### config.mk
export PLATFORM = sky130hd
export DESIGN_NAME = sha_msg_mem
export DESIGN_NICKNAME = d
export VERILOG_FILES = /design/src/rtl/sha_msg_mem.sv
export SDC_FILE = /design/constraint.sdc
export NUM_CORES = 2
export LEC_CHECK = 0
export CAP_MARGIN = 20
export CORE_ASPECT_RATIO = 2
export CORE_MARGIN = 10
export CORE_UTILIZATION = 40
export DETAILED_ROUTE_END_ITERATION = 10
export GPL_ROUTABILITY_DRIVEN = 0
export PLACE_DENSITY_LB_ADDON = 0.05
export SLEW_MARGIN = 20
export SYNTH_ARGS = -nofsm -noshare
export SYNTH_HDL_FRONTEND = slang
export SYNTH_SLANG_ARGS = --single-unit
### constraint.sdc
create_clock -name clk -period 7.95 [get_ports clk]
set_input_delay 1.1925 -clock clk [delete_from_list [all_inputs] [get_ports clk]]
set_output_delay 1.1925 -clock clk [all_outputs]
set_load 0.01 [all_outputs]
### src/rtl/sha_msg_mem.sv
// Message buffer for a SHA-256 style core: loads a byte message word by word,
// then serves it back with the SHA padding and 64-bit length applied on the fly.
module sha_msg_mem #(
  parameter int DEPTH_WORDS = 64
) (
  input  logic        clk,
  input  logic        rst_n,
  input  logic        wr_vld,
  output logic        wr_rdy,
  input  logic [31:0] wr_data,
  input  logic        wr_last,
  input  logic [2:0]  wr_bytes,
  input  logic        clr,
  input  logic [31:0] mem_addr,
  output logic [31:0] mem_data,
  output logic        mem_data_vld,
  output logic        msg_rdy,
  output logic [15:0] msg_blocks,
  output logic        err,
  output logic [1:0]  dbg_state
);

  // Handshake: a loader word transfers on a rising edge where wr_vld && wr_rdy;
  // wr_vld may be held or dropped freely, wr_rdy never depends on wr_vld.
  localparam int CW = $clog2(DEPTH_WORDS + 1);
  localparam int AW = (DEPTH_WORDS > 1) ? $clog2(DEPTH_WORDS) : 1;

  localparam logic [1:0] ST_LOAD  = 2'd0;
  localparam logic [1:0] ST_READY = 2'd1;
  localparam logic [1:0] ST_ERR   = 2'd2;

  logic [1:0]    state;
  logic [CW-1:0] cnt;
  logic [15:0]   len;
  logic [31:0]   buf_mem [DEPTH_WORDS];

  logic        wr_acc;
  logic        full;
  logic [2:0]  last_bytes;
  logic [2:0]  add_bytes;
  logic        overflow;
  logic [15:0] len_nxt;
  logic [16:0] len_sum;
  logic [15:0] blocks_nxt;

  logic [31:0] rd_base;
  logic [29:0] rd_widx;
  logic [31:0] rd_word;
  logic [31:0] pad_word;

  assign wr_rdy    = (state == ST_LOAD);
  assign msg_rdy   = (state == ST_READY);
  assign err       = (state == ST_ERR);
  assign dbg_state = state;

  assign wr_acc     = wr_vld && (state == ST_LOAD) && !clr;
  assign full       = (cnt == CW'(DEPTH_WORDS));
  assign last_bytes = (wr_bytes > 3'd4) ? 3'd4 : wr_bytes;
  assign add_bytes  = wr_last ? last_bytes : 3'd4;
  // An empty final word still fits when the buffer is exactly full.
  assign overflow   = full && (add_bytes != 3'd0);
  assign len_nxt    = len + {13'd0, add_bytes};
  assign len_sum    = {1'b0, len_nxt} + 17'd8;
  assign blocks_nxt = {5'd0, len_sum[16:6]} + 16'd1;

  always_ff @(posedge clk or negedge rst_n) begin
    if (!rst_n) begin
      state      <= ST_LOAD;
      cnt        <= '0;
      len        <= '0;
      msg_blocks <= '0;
    end else if (clr) begin
      state      <= ST_LOAD;
      cnt        <= '0;
      len        <= '0;
      msg_blocks <= '0;
    end else if (state == ST_LOAD && wr_vld) begin
      if (overflow) begin
        state <= ST_ERR;
      end else begin
        if (!full) cnt <= cnt + CW'(1);
        len <= len_nxt;
        if (wr_last) begin
          state      <= ST_READY;
          msg_blocks <= blocks_nxt;
        end
      end
    end
  end

  always_ff @(posedge clk) begin
    if (wr_acc && !full) buf_mem[cnt[AW-1:0]] <= wr_data;
  end

  // Byte b of the padded message view.
  function automatic logic [7:0] pad_byte(input logic [31:0] b, input logic [7:0] stored,
                                          input logic [15:0] l, input logic [15:0] blocks);
    logic [32:0] b33, l33, n33, sh33;
    logic [63:0] bitlen, shifted;
    b33    = {1'b0, b};
    l33    = {17'd0, l};
    n33    = {11'd0, blocks, 6'd0};
    bitlen = {45'd0, l, 3'd0};
    sh33   = n33 - 33'd1 - b33;
    shifted = bitlen >> {sh33[2:0], 3'b000};
    if (b33 < l33)              return stored;
    else if (b33 == l33)        return 8'h80;
    else if (b33 + 33'd8 < n33) return 8'h00;
    else if (b33 < n33)         return shifted[7:0];
    else                        return 8'h00;
  endfunction

  assign rd_base = mem_addr & ~32'd3;
  assign rd_widx = rd_base[31:2];

  always_comb begin
    rd_word = '0;
    if (state == ST_READY && rd_widx < 30'(DEPTH_WORDS)) rd_word = buf_mem[rd_widx[AW-1:0]];
  end

  always_comb begin
    pad_word = '0;
    for (int k = 0; k < 4; k++) begin
      pad_word[8*k +: 8] = pad_byte(rd_base + 32'(k), rd_word[8*k +: 8], len, msg_blocks);
    end
  end

  always_ff @(posedge clk or negedge rst_n) begin
    if (!rst_n) begin
      mem_data     <= '0;
      mem_data_vld <= 1'b0;
    end else if (clr || state != ST_READY) begin
      mem_data     <= '0;
      mem_data_vld <= 1'b0;
    end else begin
      mem_data     <= pad_word;
      mem_data_vld <= 1'b1;
    end
  end

endmodule

### After elaboration in Yosys (flattened, before gate mapping)

Memory sizes are Yosys's and may differ from the RTL's.
Index checks and enable logic that the tools add are counted.

| cells by class | value |
|---|---|
| $add $sub $neg | 16 |
| order comparisons | 14 |
| equal/unequal tests | 10 |
| shift-type cells | 4 |
| mux-type cells | 38 |
| reduce and logical (&&, ||, !) cells | 17 |

Operators with widths:

| kind | number |
|---|---|
| adder 32 x 4 -> 33 bit (second input constant) | 4 |
| less-than comparator 33 x 22 -> 1 bit | 4 |
| equality test 32 x 16 -> 1 bit | 4 |
| less-than comparator 32 x 16 -> 1 bit | 4 |
| less-than comparator 32 x 22 -> 1 bit | 4 |
| two-way mux 8 bit | 16 |
| two-way mux 16 bit | 7 |
| right shift 19 x 6 -> 8 bit | 4 |
| adder 32 x 2 -> 32 bit (second input constant) | 2 |
| two-way mux 32 bit | 2 |
| adder 32 x 1 -> 32 bit (second input constant) | 1 |
| less-than comparator 30 x 7 -> 1 bit (second input constant) | 1 |
| two-way mux 7 bit | 4 |
| adder 16 x 4 -> 17 bit (second input constant) | 1 |
| adder 16 x 3 -> 16 bit | 1 |
| adder 11 x 1 -> 12 bit (second input constant) | 1 |
| subtractor 3 bit | 4 |
| two-way mux 2 bit | 4 |
| adder 7 x 1 -> 7 bit (second input constant) | 1 |
| equality test 7 bit (second input constant) | 1 |
| two-way mux 3 bit | 2 |
| AND reduction 3 bit | 2 |
| nonzero test 3 bit | 2 |
| logical AND 1 bit | 5 |
| 12 further kinds | 18 |

| storage, ports and cells | value |
|---|---|
| bits in registers | 74 |
| memory bits (writable) | 2,048 |
| bits of input ports | 72 |
| output and inout port bits | 54 |
| memories kept | 1 |

Memories:

| name | words | bits a word | read ports | clocked after Yosys merged registers in | write ports | line | text |
|---|---|---|---|---|---|---|---|
| buf_mem | 64 | 32 | 1 | 0 | 1 | 35 | `logic [31:0] buf_mem [DEPTH_WORDS];` |

### Logic depth before layout (Yosys ltp)

| logic depth | value |
|---|---|
| depth in word-level cells | 10 |
| gate-level depth with buffers | 18 |
| depth with buffers taken out | 18 |

### Worst setup path after synthesis

Ideal clock, no wire load.

| path | value |
|---|---|
| kind | in2reg |
| start point | input wr_bytes[2] |
| end point | register msg_blocks[4] |
| setup time | 0.087 ns |
| data arrival time | 4.263 ns |
| required time | 7.863 ns |
| setup slack | 3.600 ns |
| cell stages on the path | 18 |
| path buffers | 0 |
| cells stage by stage | nand2b_1 > nor2_1 > ha_1 > fa_1 > a21oi_2 > nand2_1 > o31ai_1 > nand2_1 > o21ai_0 > nand3_1 > xnor2_1 > ha_1 > nand2_1 > nor3_1 > nor4_4 > mux2_2 > or3_1 > o211ai_1 |

| between the ends | value |
|---|---|
| longest elaborated chain between the ends | 10 |
| elaborated cells on any way between the ends | 14 |
| those cells by class | add/sub: 3; order compare: 1; eq/ne: 1; mux: 6; reduce/logical: 3 |

Ends and longest elaborated chain:

| what | line | text |
|---|---|---|
| start, declared | 12 | `input logic [2:0] wr_bytes,` |
| greater-than comparator 3 bit | 58 | `assign last_bytes = (wr_bytes > 3'd4) ? 3'd4 : wr_bytes;` |
| two-way mux 3 bit * | 58 |  |
| two-way mux 3 bit * | 59 | `assign add_bytes = wr_last ? last_bytes : 3'd4;` |
| adder 16 x 3 -> 16 bit | 62 | `assign len_nxt = len + {13'd0, add_bytes};` |
| adder 16 x 4 -> 17 bit | 63 | `assign len_sum = {1'b0, len_nxt} + 17'd8;` |
| adder 11 x 1 -> 12 bit | 64 | `assign blocks_nxt = {5'd0, len_sum[16:6]} + 16'd1;` |
| two-way mux 16 bit | 83 | `if (wr_last) begin` |
| two-way mux 16 bit | 78 | `if (overflow) begin` |
| two-way mux 16 bit | 77 | `end else if (state == ST_LOAD && wr_vld) begin` |
| two-way mux 16 bit | 72 | `end else if (clr) begin` |
| end signal, assigned | 85 | `msg_blocks <= blocks_nxt;` |
| end, declared | 18 | `output logic [15:0] msg_blocks,` |

Mark *: on every way between the ends. The rest lies on a longest branch, timed or not. The select of a mux whose other input is x is not followed.
A chain may end at the register's enable or synchronous reset.

### Final worst setup path

| path | value |
|---|---|
| start point | input mem_addr[7] |
| end point | register mem_data[17] |

| between the ends | value |
|---|---|
| longest elaborated chain between the ends | 7 |
| elaborated cells on any way between the ends | 15 |
| those cells by class | add/sub: 2; order compare: 4; eq/ne: 1; mux: 6; reduce/logical: 1; memory: 1 |

Ends and longest elaborated chain:

| what | line | text |
|---|---|---|
| start, declared | 14 | `input logic [31:0] mem_addr,` |
| adder 32 x 2 -> 32 bit | 124 | `pad_word[8*k +: 8] = pad_byte(rd_base + 32'(k), rd_word[8*k +: 8], len, msg_blocks);` |
| adder 32 x 4 -> 33 bit / less-than comparator 32 x 22 -> 1 bit (equally long branches) | 108, 109 |  |
| less-than comparator 33 x 22 -> 1 bit / two-way mux 8 bit (equally long branches) | 108, 109 |  |
| two-way mux 8 bit | 108 | `else if (b33 + 33'd8 < n33) return 8'h00;` |
| two-way mux 8 bit | 107 | `else if (b33 == l33) return 8'h80;` |
| two-way mux 8 bit * | 106 | `if (b33 < l33) return stored;` |
| two-way mux 32 bit * | 132 | `end else if (clr \|\| state != ST_READY) begin` |
| end signal, assigned | 136 | `mem_data <= pad_word;` |
| end, declared | 15 | `output logic [31:0] mem_data,` |

Mark *: on every way between the ends. The rest lies on a longest branch, timed or not.

==> PnR_summary.wiki <==
{| class="wikitable"
! Metric !! Value
|-
| Status || finished, final reports clean
|-
| Netlist cell types || between 70 and 80
|-
| Max Transition Viols Final || 0
|-
| Worst endpoint data arrival time || 5990 ps
|-
| Fin crit share || 66.3%
|-
| Peak ir drop on the vdd network || 0.000159 V
|-
| Crit path cell chain || buf_4 -> clkinv_2 -> nor4_4 -> and3_1 -> nand3_1 -> xnor2_1 -> ha_1 -> a21o_1 -> a221o_1 -> a211o_1 -> a31o_2 -> a41oi_2 -> nand4b_1 -> nor2_2 -> a32o_1
|-
| Synthesized area per cell || around 19 sq um
|-
| Maximum number of pins on one net before global-route repair || 113
|-
| Die Span X || 344 microns
|-
| Class of the tightest hold or removal check || in -> async
|-
| Synthesized instance count || 4312
|-
| Setup slack on the worst flop-to-flop path || roughly 3300 ps
|-
| Combined buffer and inverter count along the critical path || 2
|-
| Placeable Area || 0.208 sq mm
|-
| Remaining global-route overflow || 0
|-
| Inst Count DP || roughly 7100
|-
| Number of buffers inserted by post-CTS setup repair || 0
|-
| Async set-reset flop share out of synthesis || 3.31%
|-
| Total stage count of the critical path || 15
|-
| Startpoint of the worst-slack reg-to-reg timing path || dbg_state[0]
|-
| Average vias per placed instance || 5.88
|-
| Worst Setup EP || mem_data[17]
|-
| Number of buffers added on ports || 119
|-
| Antenna viol nets, final || 0
|-
| Cell chosen for the clock root || sky130_fd_sc_hd__clkbuf_16
|-
| Post-synthesis sequential element count || 2118
|-
| Cell row count || approximately 240
|-
| Cell area after technology mapping || 0.0839 sq mm
|-
| Post-DR wirelength/cell || between 30 and 40 microns
|-
| Area fraction of the dominant cell type after synthesis || 73.3%
|-
| Number of warning messages in the yosys log || 0
|-
| Most common flop cell mapped by yosys || sky130_fd_sc_hd__edfxtp_1
|-
| Sequential share of the synthesized area || between 70% and 80%
|-
| Critical Path Start || mem_addr[7]
|-
| Post-route minimum period || 5270 ps
|-
| Hold bufs inserted after CTS || 0
|-
| Unrepaired setup endpoints after global routing || false
|-
| Maximum level of the CTS H-tree || 4
|-
| Layout cell share with drive strength beyond 1 || 17.3%
|-
| Total via count in the routed design || between 40000 and 50000
|-
| EDFF count, synth || 2048
|-
| Crit path largest cell delay || 860 ps
|-
| Total number of nets in the final design || 4626
|-
| Endpoint class of the critical path || flip-flop
|-
| Fin Clk Skew || approximately 52 ps
|-
| Register-to-Register Path Depth || 7
|-
| Number of iterations in the first detailed-routing pass || 5
|-
| Power density over the cells || about 240 mW/mm^2
|-
| Maximum clock path buffer count || 4
|-
| Timing-limited maximum frequency || 0.190 GHz
|-
| Largest area contributor in the synthesized netlist || sky130_fd_sc_hd__edfxtp_1
|-
| Number of gates resized after cts || 0
|-
| Setup TNS Final || 0 ps
|-
| Starting Density || 40.3%
|-
| Global-route wire length before repair || roughly 360000 microns
|-
| Headroom to the max-slew limit || 12.8%
|-
| Number of placed I/O pins || about 130
|-
| Reg-to-reg critical path endpoint || buf_mem[58][13]
|-
| Largest delay share family, worst path || compound AO/OA/AOI/OAI gates
|-
| Total global-route track usage || 22.4%
|-
| Latest clock arrival within the worst-skew pair || 850 ps
|-
| Total Power Consumption || 22.5 mW
|-
| Relative area change from synthesis to final layout || 12.6%
|-
| TritonCTS Buffers || around 190
|-
| Synth area leaders || sky130_fd_sc_hd__edfxtp_1 73%, sky130_fd_sc_hd__mux4_2 8.1%, sky130_fd_sc_hd__mux2i_1 5.3%
|-
| Clock-pin slew on the worst setup and hold paths || around 70 ps
|-
| Leakage component of the power || 30.4 nW
|-
| Finished Layout Cells || 7403
|-
| Final setup violation count || 0
|-
| DIE AREA || ~0.23 sq mm
|-
| TritonCTS sink count || between 2000 and 2500
|-
| DR iter-0 viols || between 3000 and 4000
|-
| Number of violations of the max-capacitance limit || 0
|-
| Die Height || between 600 and 700 microns
|-
| Number of remaining DRC errors || 0
|-
| Number of global-route vias before repair || 45773
|-
| Startpoint types || input pin
|-
| Number of antenna violations at the first check in global routing || 13
|-
| Slew of the pin with the lowest slew margin || 1300 ps
|-
| CP required || 8670 ps
|-
| HPWL after detailed placement || 145000 microns
|-
| Final Hold Violating Endpoints || 0
|-
| TritonCTS clock tree || built
|-
| Crit-path slowest cell || sky130_fd_sc_hd__clkinv_2
|-
| Wirelength, routed || 259000 microns
|-
| Worst setup path class || in -> reg
|-
| Critical path fanouts, max || 31
|}
final cells by class:
class | count | area [sq um]
repair buffers | 252 | 2280
multi-input cells | 1904 | 19500
clock buffers | 250 | 5220
flip-flops and latches | 2118 | 63300
fillers | 17720 | 114000
diodes | 4 | 10.0
inverters | 39 | 153
clock inverters | 88 | 648
well taps | 2748 | 3440
registers in the layout, summed over array words and instances (netlist names):
name and count:
mem_data 32, msg_blocks 12, buf_mem 2048, len 16
mem_data_vld 1, cnt 7, dbg_state 2
Yosys cell counts, types with 6 or more instances:
library cell	instances
sky130_fd_sc_hd__a211oi_1	13
sky130_fd_sc_hd__a21o_1	11
sky130_fd_sc_hd__a21oi_1	49
sky130_fd_sc_hd__a221oi_1	217
sky130_fd_sc_hd__a22oi_1	107
sky130_fd_sc_hd__a311o_1	13
sky130_fd_sc_hd__a31oi_1	7
sky130_fd_sc_hd__a32o_1	13
sky130_fd_sc_hd__and2_1	6
sky130_fd_sc_hd__and3_1	19
sky130_fd_sc_hd__buf_1	22
sky130_fd_sc_hd__buf_12	7
sky130_fd_sc_hd__buf_2	34
sky130_fd_sc_hd__buf_4	31
sky130_fd_sc_hd__buf_6	39
sky130_fd_sc_hd__clkbuf_1	115
sky130_fd_sc_hd__dfrtp_1	70
sky130_fd_sc_hd__edfxtp_1	2048
sky130_fd_sc_hd__ha_1	44
sky130_fd_sc_hd__inv_1	36
sky130_fd_sc_hd__mux2i_1	448
sky130_fd_sc_hd__mux4_2	301
sky130_fd_sc_hd__nand2_1	76
sky130_fd_sc_hd__nand3_1	122
sky130_fd_sc_hd__nand4_1	26
sky130_fd_sc_hd__nor2_1	125
sky130_fd_sc_hd__nor2b_1	12
sky130_fd_sc_hd__nor3_1	16
sky130_fd_sc_hd__nor4_1	7
sky130_fd_sc_hd__o21ai_0	144
sky130_fd_sc_hd__or3_1	8
sky130_fd_sc_hd__xnor2_1	36
sky130_fd_sc_hd__xor2_1	9
logic make-up (layout without fill, tap and decap cells):
kind of cell | Yosys count | in the layout | share of synthesized area, %
AOI/OAI and AO/OA | 621 | 621 | 5.43
xor gates and xnor gates | 45 | 45 | 0.470
adders and majority gates | 45 | 45 | 0.680
buffers and inverters | 293 | 629 | 2.05
DFF | 2118 | 2118 | 75.4
muxes | 751 | 751 | 13.4
other | 1 | 8 | 0.00447
and+or+nand+nor | 438 | 438 | 2.55
per-stage QoR:
stage	worst slack, ps	util [%]	hold slack [ps]	area, sq um
floorplan	3600	-	516	83900
global placement	1780	42.5	505	88500
detailed placement	1760	42.5	511	88600
CTS	2660	45.3	161	94400
global route	2470	45.3	202	94500
finish	2680	45.3	214	94500
worst register-to-register path: stages, from the launching register on:
cell and delay (ps):
sky130_fd_sc_hd__dfrtp_1 460, sky130_fd_sc_hd__nor2_1 790, sky130_fd_sc_hd__and2_1 500, sky130_fd_sc_hd__nand2_1 90
sky130_fd_sc_hd__nor2_1 230, sky130_fd_sc_hd__nand3_1 630, sky130_fd_sc_hd__nor2_4 900, sky130_fd_sc_hd__buf_4 600
worst min-delay path by stage:
stage,startpoint,endpoint,slack (ps),cells after the start
2_1_floorplan,len[13],mem_data[8],520,1
3_3_place_gp,msg_blocks[11],msg_blocks[11],510,1
3_5_place_dp,msg_blocks[6],msg_blocks[6],510,2
4_1_cts,rst_n,mem_data[5],160,1
5_1_grt,rst_n,len[8],200,1
6_report,rst_n,mem_data[5],210,1
layout by cell type, fill, tap and decap left out, drive strengths merged, types with 12 or more instances in the layout:
| master | instances |
|---|---|
| a21oi | 50 |
| o21ai | 147 |
| a221oi | 217 |
| nor2b | 12 |
| a32o | 13 |
| clkdlybuf4s50 | 80 |
| ha | 44 |
| edfxtp | 2048 |
| mux2i | 448 |
| a311o | 13 |
| a211oi | 14 |
| inv | 39 |
| nor2 | 127 |
| clkbuf | 250 |
| a22oi | 107 |
| xnor2 | 36 |
| dfrtp | 70 |
| clkinv | 75 |
| nand3 | 122 |
| nand2 | 77 |
| nor3 | 17 |
| buf | 172 |
| mux4 | 301 |
| and3 | 19 |
| nand4 | 26 |
routing by layer:
layer  up-vias  GRT usage (%)  share of wire [%]
li1      18314              -                  -
met1     23707           27.6                 39
met2      1118           41.0                 54
met3       358           2.19                4.0
met4         2           6.85                3.1
met5         -              0             0.0050
power breakdown:
part / internal (mW) / total [mW] / switching (mW)
registers: 12.3 / 12.3 / 0.0111
logic: 0.389 / 1.23 / 0.838
clock network: 4.93 / 9.04 / 4.10
No activity file was read; power rests on OpenSTA's default activity.
